File: config.mk
export PLATFORM = sky130hd
export DESIGN_NAME = pam4_prbs_source
export DESIGN_NICKNAME = d
export VERILOG_FILES = /design/src/rtl/serdes_pkg.sv /design/src/rtl/prbs7_gen.sv /design/src/rtl/pam4_prbs_source.sv
export SDC_FILE = /design/constraint.sdc
export NUM_CORES = 1
export LEC_CHECK = 0
export BUFFER_PORTS_ARGS = -buffer_cell sky130_fd_sc_hd__buf_2
export CAP_MARGIN = 30
export CORE_MARGIN = 5
export CORE_UTILIZATION = 60
export DETAILED_ROUTE_END_ITERATION = 8
export GPL_TIMING_DRIVEN = 1
export PLACE_DENSITY_LB_ADDON = 0.12
export SLEW_MARGIN = 20
export SYNTH_ARGS = -nofsm -noshare
export SYNTH_HDL_FRONTEND = slang
export SYNTH_SLANG_ARGS = --single-unit
File: constraint.sdc
create_clock -name clk -period 5 [get_ports clk]
set_input_delay 0.5 -clock clk [delete_from_list [all_inputs] [get_ports clk]]
set_output_delay 0.5 -clock clk [all_outputs]
set_load 0.03 [all_outputs]
File: src/rtl/serdes_pkg.sv
// Shared definitions for the PAM4 stimulus path: burst FSM states, PRBS7
// constants and the Gray-coded PAM4 level mapping.
package serdes_pkg;

    typedef enum logic [1:0] {
        IDLE     = 2'd0,
        PREAMBLE = 2'd1,
        DATA     = 2'd2,
        DONE     = 2'd3
    } state_t;

    // x^7 + x^6 + 1: feedback taps are bits 6 and 5 of the shift register
    localparam int         PRBS7_TAP_HI       = 6;
    localparam int         PRBS7_TAP_LO       = 5;
    localparam logic [6:0] PRBS7_DEFAULT_SEED = 7'h7F;
    localparam logic [6:0] PRBS7_ZERO_SUB     = 7'h01;

    localparam logic [1:0] GRAY_NEG3 = 2'b00;
    localparam logic [1:0] GRAY_NEG1 = 2'b01;
    localparam logic [1:0] GRAY_POS1 = 2'b11;
    localparam logic [1:0] GRAY_POS3 = 2'b10;

    function automatic int pam4_level(input logic [1:0] bits, input int sep);
        int lvl;
        case (bits)
            GRAY_NEG3: lvl = -((3 * sep) / 2);
            GRAY_NEG1: lvl = -(sep / 2);
            GRAY_POS1: lvl = sep / 2;
            default:   lvl = (3 * sep) / 2;
        endcase
        return lvl;
    endfunction

endpackage

File: src/rtl/prbs7_gen.sv
// PRBS7 shift register delivering two sequence bits per advance, first bit in
// the MSB; a zero seed is replaced so the register can never lock up.
module prbs7_gen
    import serdes_pkg::*;
(
    input  logic       clk,
    input  logic       rst,
    input  logic       load,
    input  logic [6:0] seed,
    input  logic       advance,
    output logic [1:0] bits
);

    logic [6:0] lfsr_q;
    logic [6:0] lfsr_d;
    logic       bit_first;
    logic       bit_second;

    // Two single steps folded together: the second feedback bit only needs
    // the taps one position lower in the pre-step register.
    assign bit_first  = lfsr_q[PRBS7_TAP_HI] ^ lfsr_q[PRBS7_TAP_LO];
    assign bit_second = lfsr_q[PRBS7_TAP_HI-1] ^ lfsr_q[PRBS7_TAP_LO-1];
    assign bits       = {bit_first, bit_second};

    always_comb begin
        lfsr_d = lfsr_q;
        if (load) begin
            lfsr_d = (seed == 7'd0) ? PRBS7_ZERO_SUB : seed;
        end else if (advance) begin
            lfsr_d = {lfsr_q[4:0], bit_first, bit_second};
        end
    end

    always_ff @(posedge clk or posedge rst) begin
        if (rst) begin
            lfsr_q <= PRBS7_DEFAULT_SEED;
        end else begin
            lfsr_q <= lfsr_d;
        end
    end

endmodule

File: src/rtl/pam4_prbs_source.sv
// PAM4 burst source: alternating training preamble followed by Gray-mapped
// PRBS7 data, one registered symbol strobe every SYMBOL_PERIOD clocks.
module pam4_prbs_source
    import serdes_pkg::*;
#(
    parameter int SIGNAL_RESOLUTION = 8,
    parameter int SYMBOL_SEPARATION = 56,
    parameter int SYMBOL_PERIOD     = 4,
    parameter int COUNT_WIDTH       = 16
) (
    input  logic                         clk,
    input  logic                         rst,
    input  logic                         start,
    input  logic                         abort,
    input  logic                         seed_load,
    input  logic [6:0]                   seed,
    input  logic [7:0]                   preamble_len,
    input  logic [COUNT_WIDTH-1:0]       burst_len,
    output logic [SIGNAL_RESOLUTION-1:0] signal_out,
    output logic                         signal_out_valid,
    output logic                         busy,
    output logic                         done,
    output logic [COUNT_WIDTH-1:0]       symbol_count
);

    localparam int PERIOD_W = (SYMBOL_PERIOD > 1) ? $clog2(SYMBOL_PERIOD) : 1;
    localparam logic [PERIOD_W-1:0] PERIOD_RELOAD = PERIOD_W'(SYMBOL_PERIOD - 1);
    localparam logic [SIGNAL_RESOLUTION-1:0] PRE_HI =
        SIGNAL_RESOLUTION'(pam4_level(GRAY_POS3, SYMBOL_SEPARATION));
    localparam logic [SIGNAL_RESOLUTION-1:0] PRE_LO =
        SIGNAL_RESOLUTION'(pam4_level(GRAY_NEG3, SYMBOL_SEPARATION));

    state_t                         state_q, state_d;
    logic [PERIOD_W-1:0]            period_q, period_d;
    logic [7:0]                     pre_left_q, pre_left_d;
    logic [COUNT_WIDTH-1:0]         data_left_q, data_left_d;
    logic                           phase_q, phase_d;
    logic [SIGNAL_RESOLUTION-1:0]   signal_q, signal_d;
    logic                           valid_q, valid_d;
    logic                           busy_q, busy_d;
    logic                           done_q, done_d;
    logic [COUNT_WIDTH-1:0]         count_q, count_d;

    logic                           prbs_load;
    logic                           prbs_advance;
    logic [1:0]                     prbs_bits;
    logic [SIGNAL_RESOLUTION-1:0]   data_level;
    logic [COUNT_WIDTH-1:0]         count_inc;

    prbs7_gen u_prbs (
        .clk     (clk),
        .rst     (rst),
        .load    (prbs_load),
        .seed    (seed),
        .advance (prbs_advance),
        .bits    (prbs_bits)
    );

    assign data_level = SIGNAL_RESOLUTION'(pam4_level(prbs_bits, SYMBOL_SEPARATION));
    assign count_inc  = (&count_q) ? count_q : count_q + COUNT_WIDTH'(1);

    always_comb begin
        state_d      = state_q;
        period_d     = period_q;
        pre_left_d   = pre_left_q;
        data_left_d  = data_left_q;
        phase_d      = phase_q;
        signal_d     = signal_q;
        valid_d      = 1'b0;
        count_d      = count_q;
        prbs_load    = 1'b0;
        prbs_advance = 1'b0;

        if (abort) begin
            state_d  = IDLE;
            period_d = '0;
        end else begin
            case (state_q)
                IDLE: begin
                    prbs_load = seed_load;
                    if (start) begin
                        pre_left_d  = preamble_len;
                        data_left_d = burst_len;
                        count_d     = '0;
                        phase_d     = 1'b0;
                        period_d    = '0;
                        if (preamble_len != 8'd0) begin
                            state_d = PREAMBLE;
                        end else if (burst_len != '0) begin
                            state_d = DATA;
                        end else begin
                            state_d = DONE;
                        end
                    end
                end
                PREAMBLE: begin
                    if (period_q == '0) begin
                        valid_d    = 1'b1;
                        signal_d   = phase_q ? PRE_LO : PRE_HI;
                        phase_d    = ~phase_q;
                        count_d    = count_inc;
                        period_d   = PERIOD_RELOAD;
                        pre_left_d = pre_left_q - 8'd1;
                        if (pre_left_q == 8'd1) begin
                            state_d = (data_left_q != '0) ? DATA : DONE;
                        end
                    end else begin
                        period_d = period_q - PERIOD_W'(1);
                    end
                end
                DATA: begin
                    if (period_q == '0) begin
                        valid_d      = 1'b1;
                        signal_d     = data_level;
                        prbs_advance = 1'b1;
                        count_d      = count_inc;
                        period_d     = PERIOD_RELOAD;
                        data_left_d  = data_left_q - COUNT_WIDTH'(1);
                        if (data_left_q == COUNT_WIDTH'(1)) begin
                            state_d = DONE;
                        end
                    end else begin
                        period_d = period_q - PERIOD_W'(1);
                    end
                end
                DONE: begin
                    state_d = IDLE;
                end
                default: begin
                    state_d = IDLE;
                end
            endcase
        end

        busy_d = (state_d == PREAMBLE) || (state_d == DATA);
        // The completion pulse trails the DONE state by one clock; an abort
        // landing on that clock suppresses it.
        done_d = !abort && (state_q == DONE);
    end

    always_ff @(posedge clk or posedge rst) begin
        if (rst) begin
            state_q     <= IDLE;
            period_q    <= '0;
            pre_left_q  <= '0;
            data_left_q <= '0;
            phase_q     <= 1'b0;
            signal_q    <= '0;
            valid_q     <= 1'b0;
            busy_q      <= 1'b0;
            done_q      <= 1'b0;
            count_q     <= '0;
        end else begin
            state_q     <= state_d;
            period_q    <= period_d;
            pre_left_q  <= pre_left_d;
            data_left_q <= data_left_d;
            phase_q     <= phase_d;
            signal_q    <= signal_d;
            valid_q     <= valid_d;
            busy_q      <= busy_d;
            done_q      <= done_d;
            count_q     <= count_d;
        end
    end

    assign signal_out       = signal_q;
    assign signal_out_valid = valid_q;
    assign busy             = busy_q;
    assign done             = done_q;
    assign symbol_count     = count_q;

endmodule

==> impl_results.md <==
* Req. time, crit path at 5270 ps
* Design Area, Final at between 0.004 and 0.005 mm2
* First-pass iteration count of the detailed router at 4
* Peak supply drop at 0.367 mV
* Critical Path AT at 2900 ps
* I/O pins at 63
* Clock power share at 0.189
* Maxcap violations at 0
* Number of enable flip-flop cells after synthesis at 0
* Max Clk Rate at 379 MHz
* Mapped cell area at 0.00357 mm2
* Post-CTS setup buffer count at 0
* Filler cells at 471
* Total CTS buffers at 9
* Internal at 1.28 mW
* Post-DR vias/cell at 6.05
* Seq cells post-synth at 60
* Total grt overflow at 0
* Row cnt at 28
* Die ar. at 0.00759 mm2
* RD Place Congestion at 0.815
* Crit path time final at 2640 ps
* Yosys top cell by area: dfrtp_1
* Clock Sinks at 60
* Routed wire length at 8180 um
* Ant. Diodes at 0
* CP max FO at 11
* Top_reg_cell synth: dfrtp_1
* Fin. Hold Viols at 0
* Cts hold-fix bufs at 0
* Mapped Cells at 401
* Post_cts resized at 0
* Setup TNS at 0 ps
* CP endpoint kind: flip-flop
* Comb power frac at 0.418
* YS warnings at 0
* Most common cell after layout, fill and taps aside: buf_2
* Post-DP Area at 0.00392 mm2
* Most frequent cells in the layout: buf_2 (60), dfrtp_1 (53), nand2_1 (41)
* Post-synthesis async set-or-reset flop share at 1.00
* Synth cell types at 54
* LEAKAGE at 1.81 nW
* Initial core utilization at 0.610
* Seq pwr share at 0.393
* Vias in the first global route at 3096
* Outcome: finished clean
* Clock skew at 9.92 ps
* Skew-Pair Late Insertion Delay at ~340 ps
* CTS max path bufs at 2
* Worst Hold Class: in -> async
* Layout area overhead at 15.2%
* Root buf cell: clkbuf_8
* Residual DRC count at 0
* Slew Viols, Final at 0
* Total GRT Usage at 0.236
* Slew @ Worst Pin at 894 ps
* Type of the worst setup path: reg -> reg
* Sequential share of the synthesized area at 0.423
* RSZ-0062 raised after global routing: no
* Core area at 0.00585 mm2
* Slew margin rel. at 0.404
* Nets@finish at between 500 and 600
* Post-detail-place hpwl at 5950 um
* Die H at 87.1 um
* Total power density per cell area at 538 mW/mm2
* First-pass GRT wire length at 14200 um
* CTS tree: built
* Finished Core Util at 0.703
* Critical path startpoint category: flip-flop
* DR vias at 3254
* Largest net degree at the start of global routing at 48
* Mean routed wirelength per cell at between 15 and 20 um
* Multi-input gate area at 0.00193 mm2
* Reg area at approximately 0.0015 mm2
* Clk slew on worst S/H paths at 70 ps
* Chip width at roughly 87 um
* Largest cells by area after synthesis: dfrtp_1 (37%), dfstp_2 (5.2%), ha_1 (4.6%)
* Initial antenna violation count at 0
* Post-synth top area share at 0.371
* Syn Area/Cell at 8.91 um2
* Final Setup Violations at 0
* Switching power at 0.930 mW
* Net Sw Frac at 0.420
* Port buffer count at 60
* # H-tree levels at 3
* Period utilization at 0.527
* Routed Antenna Nets at 0
* Layout cell share with drive strength beyond 1 at 0.220
* DRT iter0 DRCs at 131
[through the flow]
stage          hold WS [ps]  std cells  worst slack, ps  power, mW
3_5_place_dp            451        522             2360       1.80
3_3_place_gp            445        521             2480       1.76
5_1_grt                 107        538             2150       2.39
4_1_cts                84.4        538             2360       2.22
2_1_floorplan           457        402             3010       1.56
6_report               91.1        538             2360       2.21
[kinds of logic after synthesis]
group           Yosys count  synth area share
mux                       8            0.0228
xor+xnor                 16            0.0392
simple gates            172             0.259
flops                    60             0.423
other cells               1           0.00105
buf+inv                  34            0.0399
fa+ha+maj                13            0.0456
compound gates           97             0.170
[cell type report]
type,instances,area share
repair buffers,64,0.0803
clock inverters,1,0.00122
well taps,75,0.0228
flip-flops and latches,60,0.367
multi-input cells,308,0.470
inverters,15,0.0137
clock buffers,15,0.0453
[routing by layer]
metal	vias to the layer above	routed length, um	share of wire	global-route usage
met5	-	0	0	0
met2	80	3930	0.48	0.389
met3	13	437	0.053	0.0454
met1	1575	3650	0.45	0.308
met4	0	157	0.019	0.0921
li1	1586	-	-	-
[worst paths after layout]
check	start	end	slack, ps	depth (start not counted)
max reg2reg	state_q[0]$_DFF_PP0_	data_left_q[4]$_DFFE_PP0P_	2360	7
min reg2reg	signal_out[2]$_DFFE_PP0P_	signal_out[2]$_DFFE_PP0P_	460	1
min in group clk	seed[4]	u_prbs.lfsr_q[4]$_DFFE_PP1P_	350	3
max	state_q[0]$_DFF_PP0_	data_left_q[4]$_DFFE_PP0P_	2360	7
max in group asynchronous	rst	period_q[0]$_DFFE_PP0P_	4010	3
min	rst	symbol_count[9]$_DFFE_PP0P_	90	2
[synth_stat cells (all sizes together) (7+ instances only)]
cell type  number
nor4           12
xor2            8
nor3           13
ha             13
nand4          13
inv            14
a21oi          32
o21ai          22
mux2i           7
nand3          13
xnor2           8
or3             9
a22oi           7
dfrtp          53
nor2           38
clkbuf         13
nand2          41
o22ai          12
dfstp           7
[power by group through the flow]
stage	sequential [mW]	clock, mW	combinational, mW
floorplan	0.890	0	0.672
global placement	0.866	0	0.892
detailed placement	0.873	0	0.924
CTS	0.868	0.427	0.927
global route	0.903	0.448	1.04
finish	0.871	0.418	0.924
[critical path: stages (launching register included)]
cell	delay (ps)
dfrtp_1	430
inv_1	160
ha_1	390
nor2b_1	670
or3_1	430
nor2_1	80
mux2_2	270
a21oi_1	140
[state kept, by name, summed over array words and instances, names as in the netlist]
name,flops
busy,1
data_left_q,16
done,1
period_q,2
phase_q,1
pre_left_q,8
signal_out,5
signal_out_valid,1
state_q,2
symbol_count,16
u_prbs.lfsr_q,7
(Power assumes the default switching activity.)
